$ cat src/rtl/fp_pkg.sv
// fp_pkg: shared definitions for the parametrised floating-point adder.
//   - exp_bias / exp_max: exponent bias and all-ones exponent code for a
//     given exponent field width.
//   - GRS_W: number of guard/round/sticky bits carried below the mantissa
//     LSB through alignment and normalisation (0 when rounding is truncation).
// Build option: FPADD_RNE_EN selects round-to-nearest-even (GRS_W = 3).
package fp_pkg;

`ifdef FPADD_RNE_EN
    localparam int unsigned GRS_W = 3;
`else
    localparam int unsigned GRS_W = 0;
`endif

    function automatic int unsigned exp_bias(input int unsigned exp_w);
        return (32'd1 << (exp_w - 1)) - 32'd1;
    endfunction

    function automatic int unsigned exp_max(input int unsigned exp_w);
        return (32'd1 << exp_w) - 32'd1;
    endfunction

endpackage

$ cat src/rtl/fp_norm_param.sv
// fp_norm_param: combinational normaliser for the adder's S3 stage.
// Ports:
//   mant_in  [MAN_W+GRS_W+1:0] raw sum with carry bit at the top
//   exp_in   [EXP_W-1:0]       exponent of the larger operand
//   mant_out [MAN_W+GRS_W:0]   normalised mantissa, hidden bit at the top
//                              (top bit 0 means the sum was zero)
//   exp_out  [EXP_W-1:0]       low bits of the adjusted exponent
//   exp_ovf / exp_unf          adjusted exponent >= all-ones / <= 0
// Build option: FPADD_RNE_EN keeps a sticky bit on the carry right-shift.
module fp_norm_param
    import fp_pkg::*;
#(
    parameter int EXP_W = 8,
    parameter int MAN_W = 23
)(
    input  logic [MAN_W+GRS_W+1:0] mant_in,
    input  logic [EXP_W-1:0]       exp_in,
    output logic [MAN_W+GRS_W:0]   mant_out,
    output logic [EXP_W-1:0]       exp_out,
    output logic                   exp_ovf,
    output logic                   exp_unf
);
    localparam int SW  = MAN_W + GRS_W + 2;
    localparam int MW  = SW - 1;
    localparam int LZW = $clog2(SW);
    localparam int EW2 = EXP_W + 2;
    localparam logic signed [EW2-1:0] EXP_TOP = EW2'(exp_max(EXP_W));

    logic [LZW-1:0]         lzc;
    logic signed [EW2-1:0]  exp_full;

    always_comb begin
        // highest set bit below the carry position wins
        lzc = LZW'(SW - 1);
        for (int i = 0; i < SW - 1; i++) begin
            if (mant_in[i]) lzc = LZW'(SW - 2 - i);
        end
        if (mant_in[SW-1]) begin
            mant_out = mant_in[SW-1:1];
`ifdef FPADD_RNE_EN
            mant_out[0] = mant_in[1] | mant_in[0];
`endif
            exp_full = EW2'(exp_in) + EW2'(1);
        end else begin
            mant_out = mant_in[MW-1:0] << lzc;
            exp_full = EW2'(exp_in) - EW2'(lzc);
        end
        exp_out = exp_full[EXP_W-1:0];
        exp_ovf = !exp_full[EW2-1] && (exp_full >= EXP_TOP);
        exp_unf = exp_full[EW2-1] || (exp_full == '0);
    end

endmodule

$ cat src/rtl/fpadd_pipe_param.sv
// fpadd_pipe_param: 3-stage pipelined floating-point adder/subtractor.
//   S1 capture/swap, S2 align/add, S3 normalise/pack (output register).
// Ports:
//   clk, reset (async, active-high)
//   in_valid/in_ready, a, b, sub (1: a-b), in_tag  -- operation in
//   out_valid/out_ready, result, out_tag, ovf, unf -- result out
// All stages advance together when the output is empty or being taken,
// so in_ready is that same enable. Denormal inputs are flushed to zero.
// Build option: FPADD_RNE_EN rounds to nearest-even instead of truncating.
module fpadd_pipe_param
    import fp_pkg::*;
#(
    parameter int EXP_W = 8,
    parameter int MAN_W = 23,
    parameter int TAG_W = 4
)(
    input  logic                   clk,
    input  logic                   reset,
    input  logic                   in_valid,
    output logic                   in_ready,
    input  logic [EXP_W+MAN_W:0]   a,
    input  logic [EXP_W+MAN_W:0]   b,
    input  logic                   sub,
    input  logic [TAG_W-1:0]       in_tag,
    output logic                   out_valid,
    input  logic                   out_ready,
    output logic [EXP_W+MAN_W:0]   result,
    output logic [TAG_W-1:0]       out_tag,
    output logic                   ovf,
    output logic                   unf
);
    localparam int W  = 1 + EXP_W + MAN_W;
    localparam int M  = MAN_W + 1;
    localparam int MW = M + GRS_W;
    localparam int SW = MW + 1;
    localparam int unsigned SHIFT_LIM = MAN_W + 2;

    typedef struct packed {
        logic             valid;
        logic             sign;
        logic             zero_sign;
        logic [EXP_W-1:0] exp;
        logic [SW-1:0]    mant;
        logic [TAG_W-1:0] tag;
    } stage_t;

    logic en;
    assign en       = !out_valid || out_ready;
    assign in_ready = en;

    // S1: flush denormals, apply sub to b's sign, order by magnitude
    logic           a_zero, b_zero, b_sign, swap;
    logic [W-2:0]   a_mag, b_mag;
    logic [M-1:0]   a_man, b_man;

    always_comb begin
        a_zero = (a[W-2:MAN_W] == '0);
        b_zero = (b[W-2:MAN_W] == '0);
        a_mag  = a_zero ? '0 : a[W-2:0];
        b_mag  = b_zero ? '0 : b[W-2:0];
        a_man  = a_zero ? '0 : {1'b1, a[MAN_W-1:0]};
        b_man  = b_zero ? '0 : {1'b1, b[MAN_W-1:0]};
        b_sign = b[W-1] ^ sub;
        swap   = b_mag > a_mag;
    end

    logic             s1_valid, s1_sign_x, s1_sign_y;
    logic [EXP_W-1:0] s1_exp_x, s1_exp_y;
    logic [M-1:0]     s1_man_x, s1_man_y;
    logic [TAG_W-1:0] s1_tag;

    always_ff @(posedge clk or posedge reset) begin
        if (reset) begin
            s1_valid  <= 1'b0;
            s1_sign_x <= 1'b0;
            s1_sign_y <= 1'b0;
            s1_exp_x  <= '0;
            s1_exp_y  <= '0;
            s1_man_x  <= '0;
            s1_man_y  <= '0;
            s1_tag    <= '0;
        end else if (en) begin
            s1_valid <= in_valid;
            s1_tag   <= in_tag;
            if (swap) begin
                s1_sign_x <= b_sign;
                s1_exp_x  <= b[W-2:MAN_W];
                s1_man_x  <= b_man;
                s1_sign_y <= a[W-1];
                s1_exp_y  <= a[W-2:MAN_W];
                s1_man_y  <= a_man;
            end else begin
                s1_sign_x <= a[W-1];
                s1_exp_x  <= a[W-2:MAN_W];
                s1_man_x  <= a_man;
                s1_sign_y <= b_sign;
                s1_exp_y  <= b[W-2:MAN_W];
                s1_man_y  <= b_man;
            end
        end
    end

    // S2: align the smaller operand and add/subtract magnitudes
    logic [EXP_W-1:0] shift;
    logic [MW-1:0]    x_ext, y_ext, y_al;
    logic             same;
    logic [SW-1:0]    sum;

    always_comb begin
        shift = s1_exp_x - s1_exp_y;
        x_ext = MW'(s1_man_x) << GRS_W;
        y_ext = MW'(s1_man_y) << GRS_W;
        y_al  = '0;
        if (32'(shift) < SHIFT_LIM) begin
            y_al = y_ext >> shift;
`ifdef FPADD_RNE_EN
            y_al[0] = y_al[0] | (|(y_ext & ~({MW{1'b1}} << shift)));
`endif
        end
        same = (s1_sign_x == s1_sign_y);
        sum  = same ? ({1'b0, x_ext} + {1'b0, y_al})
                    : ({1'b0, x_ext} - {1'b0, y_al});
    end

    stage_t s2;

    always_ff @(posedge clk or posedge reset) begin
        if (reset) begin
            s2 <= '0;
        end else if (en) begin
            s2.valid     <= s1_valid;
            s2.sign      <= s1_sign_x;
            // a zero sum is -0 only when both inputs were -0
            s2.zero_sign <= same ? s1_sign_x : 1'b0;
            s2.exp       <= s1_exp_x;
            s2.mant      <= sum;
            s2.tag       <= s1_tag;
        end
    end

    // S3: normalise, round, pack
    logic [MW-1:0]    norm_mant;
    logic [EXP_W-1:0] norm_exp;
    logic             norm_ovf, norm_unf;

    fp_norm_param #(.EXP_W(EXP_W), .MAN_W(MAN_W)) u_norm (
        .mant_in  (s2.mant),
        .exp_in   (s2.exp),
        .mant_out (norm_mant),
        .exp_out  (norm_exp),
        .exp_ovf  (norm_ovf),
        .exp_unf  (norm_unf)
    );

    logic [MAN_W-1:0] frac_r;
    logic [EXP_W-1:0] exp_r;
    logic             ovf_r;
`ifdef FPADD_RNE_EN
    logic             rnd, rcarry;
`endif

    always_comb begin
`ifdef FPADD_RNE_EN
        rnd    = norm_mant[2] & (norm_mant[1] | norm_mant[0] | norm_mant[GRS_W]);
        frac_r = norm_mant[MW-2:GRS_W] + MAN_W'(rnd);
        rcarry = rnd & (&norm_mant[MW-2:GRS_W]);
        exp_r  = norm_exp + EXP_W'(rcarry);
        ovf_r  = norm_ovf | (rcarry & (norm_exp == EXP_W'(exp_max(EXP_W) - 1)));
`else
        frac_r = norm_mant[MW-2:0];
        exp_r  = norm_exp;
        ovf_r  = norm_ovf;
`endif
    end

    logic [W-1:0] res_n;
    logic         ovf_n, unf_n;

    always_comb begin
        res_n = {s2.sign, exp_r, frac_r};
        ovf_n = 1'b0;
        unf_n = 1'b0;
        if (!norm_mant[MW-1]) begin
            res_n = {s2.zero_sign, {(W-1){1'b0}}};
        end else if (norm_unf) begin
            res_n = '0;
            unf_n = 1'b1;
        end else if (ovf_r) begin
            res_n = {s2.sign, {EXP_W{1'b1}}, {MAN_W{1'b0}}};
            ovf_n = 1'b1;
        end
    end

    always_ff @(posedge clk or posedge reset) begin
        if (reset) begin
            out_valid <= 1'b0;
            result    <= '0;
            out_tag   <= '0;
            ovf       <= 1'b0;
            unf       <= 1'b0;
        end else if (en) begin
            out_valid <= s2.valid;
            result    <= res_n;
            out_tag   <= s2.tag;
            ovf       <= ovf_n;
            unf       <= unf_n;
        end
    end

endmodule

$ cat config.mk
export PLATFORM = sky130hd
export DESIGN_NAME = fpadd_pipe_param
export DESIGN_NICKNAME = d
export VERILOG_FILES = /design/src/rtl/fp_pkg.sv /design/src/rtl/fp_norm_param.sv /design/src/rtl/fpadd_pipe_param.sv
export SDC_FILE = /design/constraint.sdc
export NUM_CORES = 1
export LEC_CHECK = 0
export CORE_ASPECT_RATIO = 1.2
export CORE_UTILIZATION = 45
export CTS_CLUSTER_SIZE = 25
export DETAILED_ROUTE_END_ITERATION = 8
export PLACE_DENSITY_LB_ADDON = 0.05
export SYNTH_ARGS = -nofsm -noshare
export SYNTH_HDL_FRONTEND = slang
export SYNTH_SLANG_ARGS = --single-unit
$ cat constraint.sdc
create_clock -name clk -period 6.7 [get_ports clk]
set_input_delay 1.675 -clock clk [delete_from_list [all_inputs] [get_ports clk]]
set_output_delay 1.675 -clock clk [all_outputs]
set_load 0.01 [all_outputs]
==> run summary, run 1 <==
The run finished with clean final reports. Leaving out fill and tap cells, the most frequent cell in the layout is sky130_fd_sc_hd__nand2_1. A synthesized cell averages 8.20 um2. The clock network latency to the later pin of the worst-skew pair is 0.45 ns. The quantity of hold-fixing buffers added after cts was 0; the residual antenna-violating net count after detailed routing was 0.

The number of antenna violations at the first check in global routing was 1; the residual DRC count was 0. Synthesis instantiated 95 different standard cells from the library. For the arrival time at the worst endpoint, the log shows 6.56 ns. Setup slack closes at 0.436 ns. The die span in y is 187 um, and the detailed router's first-iteration violation count is 575. Routability-driven placement finished with a final weighted congestion of 0.954. The global-route usage over all layers was 0.263. The critical path class was register to register. The yosys synthesis warning count was 0. After clock tree synthesis, the clock-pin slew on the worst setup and hold paths is 0.08 ns.

The clock tree synthesis step divided the H-tree into 4 levels. The number of clock buffers inserted by TritonCTS came out at 17. At the placement stage, the worst setup path has a slack of 0.502 ns. Setup repair after global routing left no endpoint under its margin. In this run the cell area of the synthesized design comes to 12800 um2. The headroom to the max-slew limit was 0.368. The first global-routing pass estimated 60800 um of wire.

Entering global routing, the biggest net connects 213 pins. The first-pass iteration count of the detailed router is 5, and the maximum achievable frequency is 160 MHz. In this run the worst hold path is classified as register to register. The count of endpoints failing hold in the final timing report was 0. Counting flops with a built-in enable in the synthesized netlist gives 0. The run gives 2778 as the number of fillers in the final layout. The count of buffers inserted at the top-level ports is 112, and the accumulated negative setup slack is 0 ns. In this run the worst path has a maximum fanout of 12. The most common flop cell mapped by yosys is sky130_fd_sc_hd__dfrtp_1. For the pin with the worst max-slew slack, the measured transition is 0.939 ns. The share of the clock period used by the worst path after layout is 0.935, and the total wirelength of the detailed-routed design is 36800 um. Growth of design area from synthesis to finish: 15.6%. Across the whole layout, storage elements account for 3750 um2.

The share of synthesized area occupied by flip-flops and latches was 0.292; the horizontal die dimension was 156 um. The tools report the total die area as 29200 um2. For the half-perimeter wire length after placement, the log shows 28000 um. The post-route minimum period is 6.26 ns, and the detailed-route wire length per cell is 18.2 um. The count of buffer and inverter cells on the critical path was 3. The count of final setup violators was 0.

In this run the post-CTS setup repair buffer count came out at 0. No sink is reached through more buffers than the 2 on the longest clock path. TritonCTS built the clock tree. The tools report the count of vias placed by the detailed router as 11600. The area inside the core boundary is 28000 um2.

In this design, the stage delay of the slowest critical-path cell is 0.78 ns. The via count of the first global-routing pass is 11500, and the count of inserted antenna diode cells is 0. The layout cell share with drive strength beyond 1 is 0.106. In the layout the commonest cells are sky130_fd_sc_hd__nand2_1 (326), sky130_fd_sc_hd__dfrtp_1 (150), sky130_fd_sc_hd__o21ai_0 (130).

The tools report the kind of capture point of the worst setup path as a register. When the netlist entered floorplanning its net count stood at 1713. Residual overflow from global routing: 0.

STA classifies the critical path startpoint as a register. The max-cap check violation count was 0. Once layout is complete, the cells apart from fillers number 2016.

Grouping stages by cell kind, the critical path spends the most delay in compound AO/OA/AOI/OAI gates. The run gives 67 as the number of core rows. Counting tap cells, the placed design contains a total of 1984 instances. The max-slew violation count was 0; the number of nets in the layout was 1771.

Summing all multi-input logic gate instances after layout gives 8410 um2. The slowest stage of the critical path belongs to the cell sky130_fd_sc_hd__xor2_1. Once the clock tree was built, the resizer swapped 0 gates to a different size.

113 I/O pins were placed. After synthesis the netlist holds a flip-flop and latch count of 150. For the starting density of the core, the log shows 0.459. The cell that appears most often on the critical path is sky130_fd_sc_hd__a21oi_1. The share of async-settable or async-resettable flops after synthesis was 1.00; the post-synthesis instance total was 1566. The count of clock tree sinks was 150; the worst-case clock skew was 0.0119 ns. After detailed routing, the number of vias per cell comes to 5.73.

The tree is rooted in a sky130_fd_sc_hd__clkbuf_16. The core occupancy in the finished layout came out at 0.530. STA puts the critical path data required time at 7.00 ns.
==> state kept, by name (all words and copies together) (netlist names) <==
register / cells
out_tag: 4
s1_sign_x: 1
ovf: 1
unf: 1
s1_man_y: 24
s1_exp_y: 8
out_valid: 1
s2: 40
s1_valid: 1
s1_sign_y: 1
s1_exp_x: 8
s1_tag: 4
s1_man_x: 24
result: 32
==> synth_stat cells, drive strengths merged, types with 25 or more instances <==
| master | number | share of area |
|---|---|---|
| dfrtp | 150 | 0.29 |
| mux2 | 57 | 0.050 |
| nor2 | 98 | 0.029 |
| inv | 64 | 0.019 |
| buf | 25 | 0.014 |
| a21oi | 77 | 0.031 |
| mux2i | 66 | 0.052 |
| nand3 | 32 | 0.013 |
| xnor2 | 26 | 0.019 |
| ha | 71 | 0.069 |
| nand2 | 327 | 0.096 |
| o21ai | 146 | 0.057 |
| clkbuf | 74 | 0.022 |
==> metal layers <==
| metal | GRT usage | part of all wire | vias to the layer above | wire (um) |
|---|---|---|---|---|
| met3 | 0.0315 | 0.030 | 77 | 1100 |
| met1 | 0.324 | 0.43 | 5448 | 16000 |
| met2 | 0.457 | 0.50 | 294 | 18200 |
| met5 | 0 | 0 | - | 0 |
| li1 | - | - | 5733 | - |
| met4 | 0.118 | 0.039 | 0 | 1450 |
==> worst paths after layout <==
path	from	end	slack, ns	cells after the start
setup reg to reg	s1_exp_x[0]$_DFFE_PP0P_	s2[24]$_DFFE_PP0P_	0.44	25
setup / recovery	s1_exp_x[0]$_DFFE_PP0P_	s2[24]$_DFFE_PP0P_	0.44	25
hold / removal	s2[39]$_DFFE_PP0P_	s2[39]$_DFFE_PP0P_	0.47	2
min in group asynchronous	reset	s1_man_y[1]$_DFFE_PP0P_	1.61	2
max in group asynchronous	reset	result[14]$_DFFE_PP0P_	4.02	3
hold reg to reg	s2[39]$_DFFE_PP0P_	s2[39]$_DFFE_PP0P_	0.47	2
==> cells by family after synthesis <==
| kind of cell | count (synthesis) | synth area share |
|---|---|---|
| AOI/OAI and AO/OA | 402 | 0.199 |
| xor gates and xnor gates | 43 | 0.0323 |
| adders and majority gates | 74 | 0.0739 |
| buffers and inverters | 165 | 0.0551 |
| DFF | 150 | 0.292 |
| muxes | 146 | 0.143 |
| and+or+nand+nor | 586 | 0.205 |
==> tightest hold or removal path, stage by stage, from the launching register on <==
cell	delay (ns)
sky130_fd_sc_hd__dfrtp_1	0.34
sky130_fd_sc_hd__nand2_1	0.05
sky130_fd_sc_hd__nand2_1	0.05
==> cell type report <==
type | count | area share
multi-input cells | 1251 | 0.567
flip-flops and latches | 150 | 0.253
repair buffers | 138 | 0.0912
well taps | 379 | 0.0319
clock buffers | 18 | 0.0296
inverters | 66 | 0.0174
clock inverters | 14 | 0.0105
==> metrics by stage <==
step | hold WS (ns) | cell area, um2
6_report | 0.465 | 14800
5_1_grt | 0.489 | 14800
4_1_cts | 0.467 | 14800
3_5_place_dp | 0.451 | 14200
3_3_place_gp | 0.442 | 14200
2_1_floorplan | 0.430 | 12800
Power of run 1 is not shown: default switching activity piles up to over one toggle a cycle in this logic, so the estimate is an artifact.
==> run 2: changes to the inputs <==
Settings changed: CORE_UTILIZATION 45 to 41, SLEW_MARGIN from default to 20.
==> run summary, run 2 (synthesized netlist as in run 1, its figures left out) <==
The critical path goes through inv_1, ha_1, inv_1, fa_1, xnor2_2, mux4_2, nor2_1, o21ai_1, ha_1, and2_1, a31o_2, a22o_1, ha_1, nand3_1, o211ai_1, a221o_1, a31oi_1, o311ai_0, o311a_1, nand4_1, nand4b_1, xnor2_1, a21oi_1. The flow ran to the end, and the final reports show no timing, DRC or antenna violations. The logs give 1774 for the number of nets in the layout and 2036 for the final cell count without fillers. In the layout the commonest cells are sky130_fd_sc_hd__nand2_1 (326), sky130_fd_sc_hd__dfrtp_1 (150), sky130_fd_sc_hd__o21ai_0 (130).

The slowest stage of the critical path is the sky130_fd_sc_hd__mux4_2 cell. The detailed-route wire length per cell came out at 18.1 um. Measured along the y axis, the die boundary spans 196 um. The residual antenna-violating net count after detailed routing was 0. The layout has 3052 filler cells.

After detailed placement, the design holds a cell count of 2004. The die is 164 um wide. In the routed layout, each cell is associated on average with a via count of 5.63. Total die area: 32000 um2. Setup violations remaining at the end of the flow were counted as 0. The worst-case clock skew was 0.0106 ns. The deepest level of the CTS H-tree came out at 4. The total area inside the core boundary comes to 30700 um2. After clock tree synthesis, the clock-pin slew on the worst setup and hold paths is 0.07 ns. Once placement finished, the instance area stood at 14300 um2.

Setup slack closes at 0.560 ns. The max-cap check violation count was 0. The run gives 0 as the residual overflow from global routing. Input and output buffers added on the ports amount to 112. The largest registers in the layout are s2: 40 flops, result: 32 flops. Setup repair after global routing left no endpoint under its margin.

The tools report the quantity of gates resized following cts as 0. The worst setup path is captured at a register. The logs give 6.43 ns for the arrival time at the worst endpoint and 0 for the count of inserted antenna diode cells. Counting the buffers created by CTS gives 17. Detailed routing inserted a total of 11500 vias.

The run gives 61100 um as the global-route wire length before repair. Largest net degree at the start of global routing: 213. The clock reaches the later pin of the worst-skew pair after 0.44 ns. At the pin with the least slew margin, the transition time is 1.01 ns. Ranked by flip-flop count, first place goes to s2.

The clock period could shrink to 6.14 ns. In this run the worst path has a maximum fanout of 15. The global-route usage over all layers is 0.241, and the post-CTS setup buffer count is 0. CTS saw 150 sinks. In this run the worst hold path is classified as register to register. The tools report the count of endpoints failing hold in the final timing report as 0. The share of the clock period used by the worst path after layout was 0.916; the number of core rows was 70. Timing would allow up to 163 MHz. In this design, the stage delay of the slowest critical-path cell is 0.70 ns. The tools report the half-perimeter wire length after placement as 28200 um.

The tools report the via count of the first global-routing pass as 11300. The multi-input combinational cells in the finished layout cover a total of 8410 um2. The tools report the max-slew violation count as 0. The congestion estimate from routability-driven global placement came to 0.911. Summing all flip-flop and latch instances after layout gives 3750 um2.

The kind of cell adding the most delay to the critical path is compound AO/OA/AOI/OAI gates. Counting both buffers and inverters, the worst setup path holds a total of 2. The headroom to the max-slew limit was 0.316; the number of cells on the worst hold path was 2.

The startpoint identified for the worst register-to-register timing path is s1_exp_x[0]$_DFFE_PP0P_. After routing the design area is 14900 um2. The number of flip-flops in the largest register was 40; the worst slack at placement was 0.601 ns. For the data required time of the critical path, the log shows 6.99 ns. The accumulated negative setup slack is 0 ns, and the growth of design area from synthesis to finish is 16.0%.

The master cell of the clock root buffer was sky130_fd_sc_hd__clkbuf_16. In this run the count of I/O pins placed on the die edge is 113. No sink is reached through more buffers than the 2 on the longest clock path. The depth of the most critical reg-to-reg path works out to 23.

The run gives 0.419 as the starting density of the core. The first detailed-routing pass ran for 5 iterations. Counting stages on the worst path, the most repeated cell is sky130_fd_sc_hd__ha_1. For flop-to-flop paths, the worst setup slack is 0.56 ns. The number of antenna violations at the first check in global routing is 0. STA classifies the critical path startpoint as a register. The origin of the worst setup path is s1_exp_x[0]$_DFFE_PP0P_. The critical path depth in cells is 23. The layout cell share with drive strength beyond 1 is 0.107, and the detailed router's first-iteration violation count is 636.

The number of hold buffers added after CTS was 0. The leading cell type in the layout, fill and taps excluded was sky130_fd_sc_hd__nand2_1. The tools report the startpoint of the worst hold path as s2[39]$_DFFE_PP0P_. TritonCTS built the clock tree. The run gives 36900 um as the total wirelength of the detailed-routed design. The critical path class was register to register. The residual DRC count is 0.
run 2: tightest hold or removal path, stage by stage, from the launching register on:
cell	delay, ns
sky130_fd_sc_hd__dfrtp_1	0.34
sky130_fd_sc_hd__nand2_1	0.05
sky130_fd_sc_hd__nand2_1	0.05
run 2: final timing paths:
kind	endpoint
worst max-delay path	s2[28]$_DFFE_PP0P_
worst min-delay path	s2[39]$_DFFE_PP0P_
worst max register to register	s2[28]$_DFFE_PP0P_
worst min register to register	s2[39]$_DFFE_PP0P_
max in group asynchronous	s1_man_x[15]$_DFFE_PP0P_
min in group asynchronous	s1_exp_y[1]$_DFFE_PP0P_
run 2: layout make-up:
class,instances,share of cell area
clock buffer,18,0.0288
multi-input combinational,1251,0.564
inverter,66,0.0173
timing repair buffer,141,0.0940
tap,396,0.0333
sequential,150,0.252
clock inverter,14,0.0102
run 2: metal layers:
layer	vias to the layer above	global-route usage	routed length, um
li1	5728	-	-
met1	5452	0.299	16200
met2	235	0.424	18800
met3	57	0.0319	924
met4	0	0.0878	1000
met5	-	0	0
run 2: stage by stage:
step / hold WS (ns) / util
floorplan: 0.430 / -
global placement: 0.441 / 0.467
detailed placement: 0.454 / 0.467
CTS: 0.471 / 0.486
global route: 0.479 / 0.486
finish: 0.467 / 0.486
Power of run 2 is left out for the same reason.
==> run 3: changes to the inputs <==
Settings changed: RECOVER_POWER from default to 50.
==> run summary, run 3 (synthesized netlist as in run 1, its figures left out) <==
The share of the clock period used by the worst path after layout was 0.912. During I/O placement, the number of pins put on the boundary was 113. After clock tree synthesis, the clock-pin slew on the worst setup and hold paths is 0.07 ns. The clock network latency to the later pin of the worst-skew pair was 0.44 ns. Before CTS, the worst setup slack after placement is 0.601 ns. The quantity of hold-fixing buffers added after cts was 0.

Gates resized during post-CTS repair numbered 0. From synthesis to final layout, the design area changed by 15.9%. For this run the aggregate overflow at the end of global routing stands at 0.

The tools report the setup slack after layout as 0.590 ns. The headroom to the max-slew limit is -1.65. The critical path in this run is classified as register to register. The highest fanout seen on the critical path is 15, and the number of fillers in the final layout is 3055.

The run gives 0 as the post-CTS setup buffer count. The met3 routing resource usage after global routing came out at 0.0319. The first global-routing pass estimated 61100 um of wire.

Setup total negative slack on the finished layout was measured at 0 ns. For the total die area, the log shows 32000 um2. Summing over every cut layer, the via total after detailed routing is 11500. The register with the most flip-flops in the final layout is s2. Buffers placed on the I/O ports in this run total 112. With fillers left out, the area of the finished cells amounts to 14900 um2. After layout, the minimum clock period comes to 6.11 ns.

For the largest net degree at the start of global routing, the log shows 213. The repair_antennas step left the layout with diodes totalling 0. The run gives 0 as the count of endpoints failing hold in the final timing report. The tools report the starting density of the core as 0.419. The floorplan step set the die height to 196 um.

The global-route usage over all layers was 0.241; the deepest level of the CTS H-tree was 4. The flow ran to the end, but the final reports show violations. Derived from the worst setup path, the maximum achievable clock frequency is 164 MHz.

The number of flip-flops in the largest register works out to 40. The setup check on the worst reg-to-reg path leaves a slack of 0.59 ns. met2 is the most crowded layer. In the final layout, the registers with the most flip-flops are s2: 40 flops, result: 32 flops. For the detailed router's first-iteration violation count, the log shows 610. The max-slew violation count came out at 104. The horizontal die dimension came out at 164 um. The tools report the max-cap check violation count as 1. At the pin with the least slew margin, the transition time is 3.97 ns.

Row generation in the floorplan step produced 70 rows. The tools report the global-route track usage on met2 as 0.424. The checks that failed: capacitance limit, slew limit. STA classifies the critical path endpoint as a register. Count of clock tree sinks: 150. In the routed layout, each cell is associated on average with a via count of 5.65.

The net count of the finished layout is 1774. Clock tree synthesis inserted a total of 17 buffers. The tools report the arrival time at the worst endpoint as 6.40 ns. The critical path ends at s2[28]$_DFFE_PP0P_. The count of final setup violators was 0; the number of antenna violations at the first check in global routing was 0.

Dividing the detail-routed wire length by the instance count gives 18.1 um. The depth of the most critical reg-to-reg path works out to 23. The placed instance area was 14300 um2. The library cell used most frequently in the layout, excluding fill and tap cells, is sky130_fd_sc_hd__nand2_1.

Once detail routing completed, the nets flagged for antenna violations numbered 0. The startpoint identified for the worst register-to-register timing path is s1_exp_x[0]$_DFFE_PP0P_. The worst-case clock skew was 0.0101 ns.

For the met1 global-route usage, the log shows 0.299. Endpoint of the worst-slack reg-to-reg timing path: s2[28]$_DFFE_PP0P_. The data required time of the critical path came out at 6.99 ns. The worst hold path belongs to the class register to register. Tracing the worst setup path back leads to its startpoint at s1_exp_x[0]$_DFFE_PP0P_. For the via count of the first global-routing pass, the log shows 11300.

The clock tree buffer depth was 2; the area inside the core boundary was 30700 um2. The logs give 36900 um for the total wirelength of the detailed-routed design and 28200 um for the half-perimeter wire length after placement. The layout cell share with drive strength beyond 1 was 0.105. TritonCTS built the clock tree. The core occupancy in the finished layout was 0.486. The top cell types in the final layout, fill and taps aside, are sky130_fd_sc_hd__nand2_1 (326), sky130_fd_sc_hd__dfrtp_1 (150), sky130_fd_sc_hd__o21ai_0 (130). The residual DRC count came out at 0. In this run the clock root is driven by a sky130_fd_sc_hd__clkbuf_16. For the global placement routability congestion, the log shows 0.911. STA classifies the critical path startpoint as a register.

Setup repair after global routing left no endpoint under its margin. The first TritonRoute pass finished after 5 iterations.
run 3: changes by cell type in the layout (fill, tap and decap cells not counted), sizes merged:
cell           previous run  this run
clkbuf                   18        19
dlygate4sd3               0        41
clkdlybuf4s50           112        71
buf                      29        28
run 3: cell type report:
type	count	area, um2	area share
clock buffers	18	429	0.0288
clock inverters	14	153	0.0103
well taps	396	495	0.0333
multi-input cells	1251	8400	0.564
inverters	66	253	0.0170
repair buffers	141	1400	0.0941
flip-flops and latches	150	3750	0.252
run 3: metal layers:
layer  wire length (um)  part of all wire
met2              18700              0.51
met3               1040             0.028
met5                  0                 0
met1              16000              0.44
met4               1060             0.029
run 3: how the worst min path moves through the flow:
stage,startpoint,to,slack [ns],depth (start not counted)
after detailed placement,s2[39]$_DFFE_PP0P_,s2[39]$_DFFE_PP0P_,0.45,2
after floorplan,s2[39]$_DFFE_PP0P_,s2[39]$_DFFE_PP0P_,0.43,2
after global placement,s2[39]$_DFFE_PP0P_,s2[39]$_DFFE_PP0P_,0.44,2
after global routing,s2[39]$_DFFE_PP0P_,s2[39]$_DFFE_PP0P_,0.48,2
final,s2[39]$_DFFE_PP0P_,s2[39]$_DFFE_PP0P_,0.47,2
after CTS,s2[39]$_DFFE_PP0P_,s2[39]$_DFFE_PP0P_,0.47,2
run 3: metrics by stage:
stage                     instances  hold slack [ns]
final                          2036            0.468
after global routing           2036            0.479
after CTS                      2036            0.471
after detailed placement       2004            0.454
after global placement         2004            0.441
after floorplan                1566            0.430
run 3: critical path: stages, from the launching register on:
cell	delay [ns]
sky130_fd_sc_hd__dfrtp_1	0.38
sky130_fd_sc_hd__inv_1	0.07
sky130_fd_sc_hd__ha_1	0.15
sky130_fd_sc_hd__inv_1	0.05
sky130_fd_sc_hd__fa_1	0.45
sky130_fd_sc_hd__xnor2_2	0.66
sky130_fd_sc_hd__mux4_2	0.69
sky130_fd_sc_hd__nor2_1	0.12
sky130_fd_sc_hd__o21ai_1	0.12
sky130_fd_sc_hd__ha_1	0.25
sky130_fd_sc_hd__and2_1	0.17
sky130_fd_sc_hd__a31o_2	0.25
sky130_fd_sc_hd__a22o_1	0.18
sky130_fd_sc_hd__ha_1	0.36
sky130_fd_sc_hd__nand3_1	0.10
sky130_fd_sc_hd__o211ai_1	0.40
sky130_fd_sc_hd__a221o_1	0.29
sky130_fd_sc_hd__a31oi_1	0.16
sky130_fd_sc_hd__o311ai_0	0.39
sky130_fd_sc_hd__o311a_1	0.25
sky130_fd_sc_hd__nand4_1	0.10
sky130_fd_sc_hd__nand4b_1	0.11
sky130_fd_sc_hd__xnor2_1	0.15
sky130_fd_sc_hd__a21oi_1	0.09
Power of run 3 is left out for the same reason.
==> variant (config.mk and constraints of run 2) <==
`EXP_W` is set to 8 in 2 places; all go to 7.
--- a/src/rtl/fp_norm_param.sv
+++ b/src/rtl/fp_norm_param.sv
@@ -12,3 +12,3 @@
 #(
-    parameter int EXP_W = 8,
+    parameter int EXP_W = 7,
     parameter int MAN_W = 23
--- a/src/rtl/fpadd_pipe_param.sv
+++ b/src/rtl/fpadd_pipe_param.sv
@@ -12,3 +12,3 @@
 #(
-    parameter int EXP_W = 8,
+    parameter int EXP_W = 7,
     parameter int MAN_W = 23,
Ports: changed (resized a, b and result); port bits go from 113 to 110. The function was not compared with the original's and may differ.
==> variant against run 2 <==
Wire length increased by 0.52%; design area decreased by 3.1%; maximum frequency decreased by 2.3%; sequential cell count decreased by 4; worst setup slack got worse by 140 ps; synthesized area decreased by 4.4%; via count decreased by 4.6%; non-clock buffer count decreased by 2; critical endpoint is now s2[27]; largest cell class unchanged.
Power is left out: the tool's default activity adds up to more than one toggle a clock period on the data nets, which glitch-free logic cannot reach.
==> variant: results (changes against run 2) <==
Run status
  – Status: completed (unchanged)

Global route
  – Initial antenna violation count: 2 (was 0)
  – Total track usage: 24.8% (was 24.1%)
  – Via count of the first global-routing pass: 10905 (was 11307)
  – Largest net degree at the start of global routing: 202 (was 213)

Placed design
  – Hpwl dp: 29.2 mm (was 28.2 mm)
  – Dpl ws: 193 ps (was 601 ps)
  – Placed Area: 0.0138 mm² (was 0.0143 mm²)
  – # port buffers: 109 (was 112)
  – Placed cell count: 1927 (was 2004)

Final layout
  – Share of post-route cells with drive strength above 1: 7.40% (was 10.7%)
  – Fillers: 2955 (was 3052)
  – Fin nets: 1698 (was 1774)
  – Non-filler cells, final: 1960 (was 2036)

Routing
  – TritonRoute pass-1 iters: 7 (was 5)
  – Via density: 5.58 (was 5.63)
  – DRT Wirelength: 37.1 mm (was 36.9 mm)
  – Initial drt markers: 558 (was 636)

Synthesis
  – Avg Cell Area, Syn: 8.27 µm² (was 8.20 µm²)
  – Largest cells by area after synthesis: dfrtp_1, mux2i_1, nand2_1, ha_1, o21ai_0 (was dfrtp_1, nand2_1, ha_1, o21ai_0, mux2_2)
  – Syn nets: 1627 (was 1713)
  – Register area share after synthesis: 29.8% (was 29.2%)
  – Leading cell types by count after synthesis: nand2_1, dfrtp_1, mux2i_1 (was nand2_1, dfrtp_1, o21ai_0)

Setup path
  – Worst reg2reg setup slack: 420 ps (was 560 ps)
  – CP max stage cell: fa_2 (was mux4_2)
  – Cells on worst reg2reg path: 25 (was 23)

STA
  – Actual slew at the worst max-slew pin: 1020 ps (was 1010 ps)
variant: cell types whose count changed after synthesis, sizes merged, moves of 14 or more:
cell,change
mux2,-42
o21ai,-21
and2,+48
nand2,-76
mux2i,+56
nor2,-14
a22o,+15
clkbuf,-14
mux4,-16
variant: cells by family (layout without fill, tap and decap cells):
group / Yosys count / count (layout) / synth area share, %
AOI/OAI and AO/OA: 389 / 389 / 21.1
xor gates and xnor gates: 50 / 50 / 3.69
adders and majority gates: 71 / 71 / 7.42
buffers and inverters: 154 / 237 / 5.05
DFF: 146 / 146 / 29.8
muxes: 144 / 144 / 12.6
other: 0 / 2 / 0
and+or+nand+nor: 531 / 531 / 20.3
variant: cell type report:
cell class | instances | area, µm² | share of cell area, %
Inverter | 67 | 256 | 1.78
Clock inverter | 10 | 170 | 1.18
Antenna cell | 2 | 5.00 | 0.0347
Sequential cell | 146 | 3650 | 25.3
Multi-Input combinational cell | 1185 | 8050 | 55.7
Clock buffer | 21 | 480 | 3.33
Timing Repair Buffer | 139 | 1340 | 9.29
Tap cell | 390 | 488 | 3.38
variant: worst min path at each step:
| stage | startpoint | end | cells past startpoint |
|---|---|---|---|
| floorplan | s2[38] | s2[38] | 2 |
| global placement | s2[38] | s2[38] | 2 |
| detailed placement | s2[38] | s2[38] | 2 |
| CTS | s2[38] | s2[38] | 2 |
| global route | s2[0] | s2[0] | 2 |
| finish | s2[38] | s2[38] | 2 |
variant: routing by layer:
layer / global-route usage [%] / vias to the layer above / wire length (µm)
li1: - / 5469 / -
met1: 28.1 / 5154 / 15500
met2: 46.5 / 251 / 19300
met3: 2.99 / 68 / 905
met4: 11.1 / 0 / 1400
met5: 0 / - / 0
variant: tightest hold or removal path, cell delays in order (launching register included):
cell and delay [ps]:
dfrtp_1 340, nand2_1 50, nand2_1 50
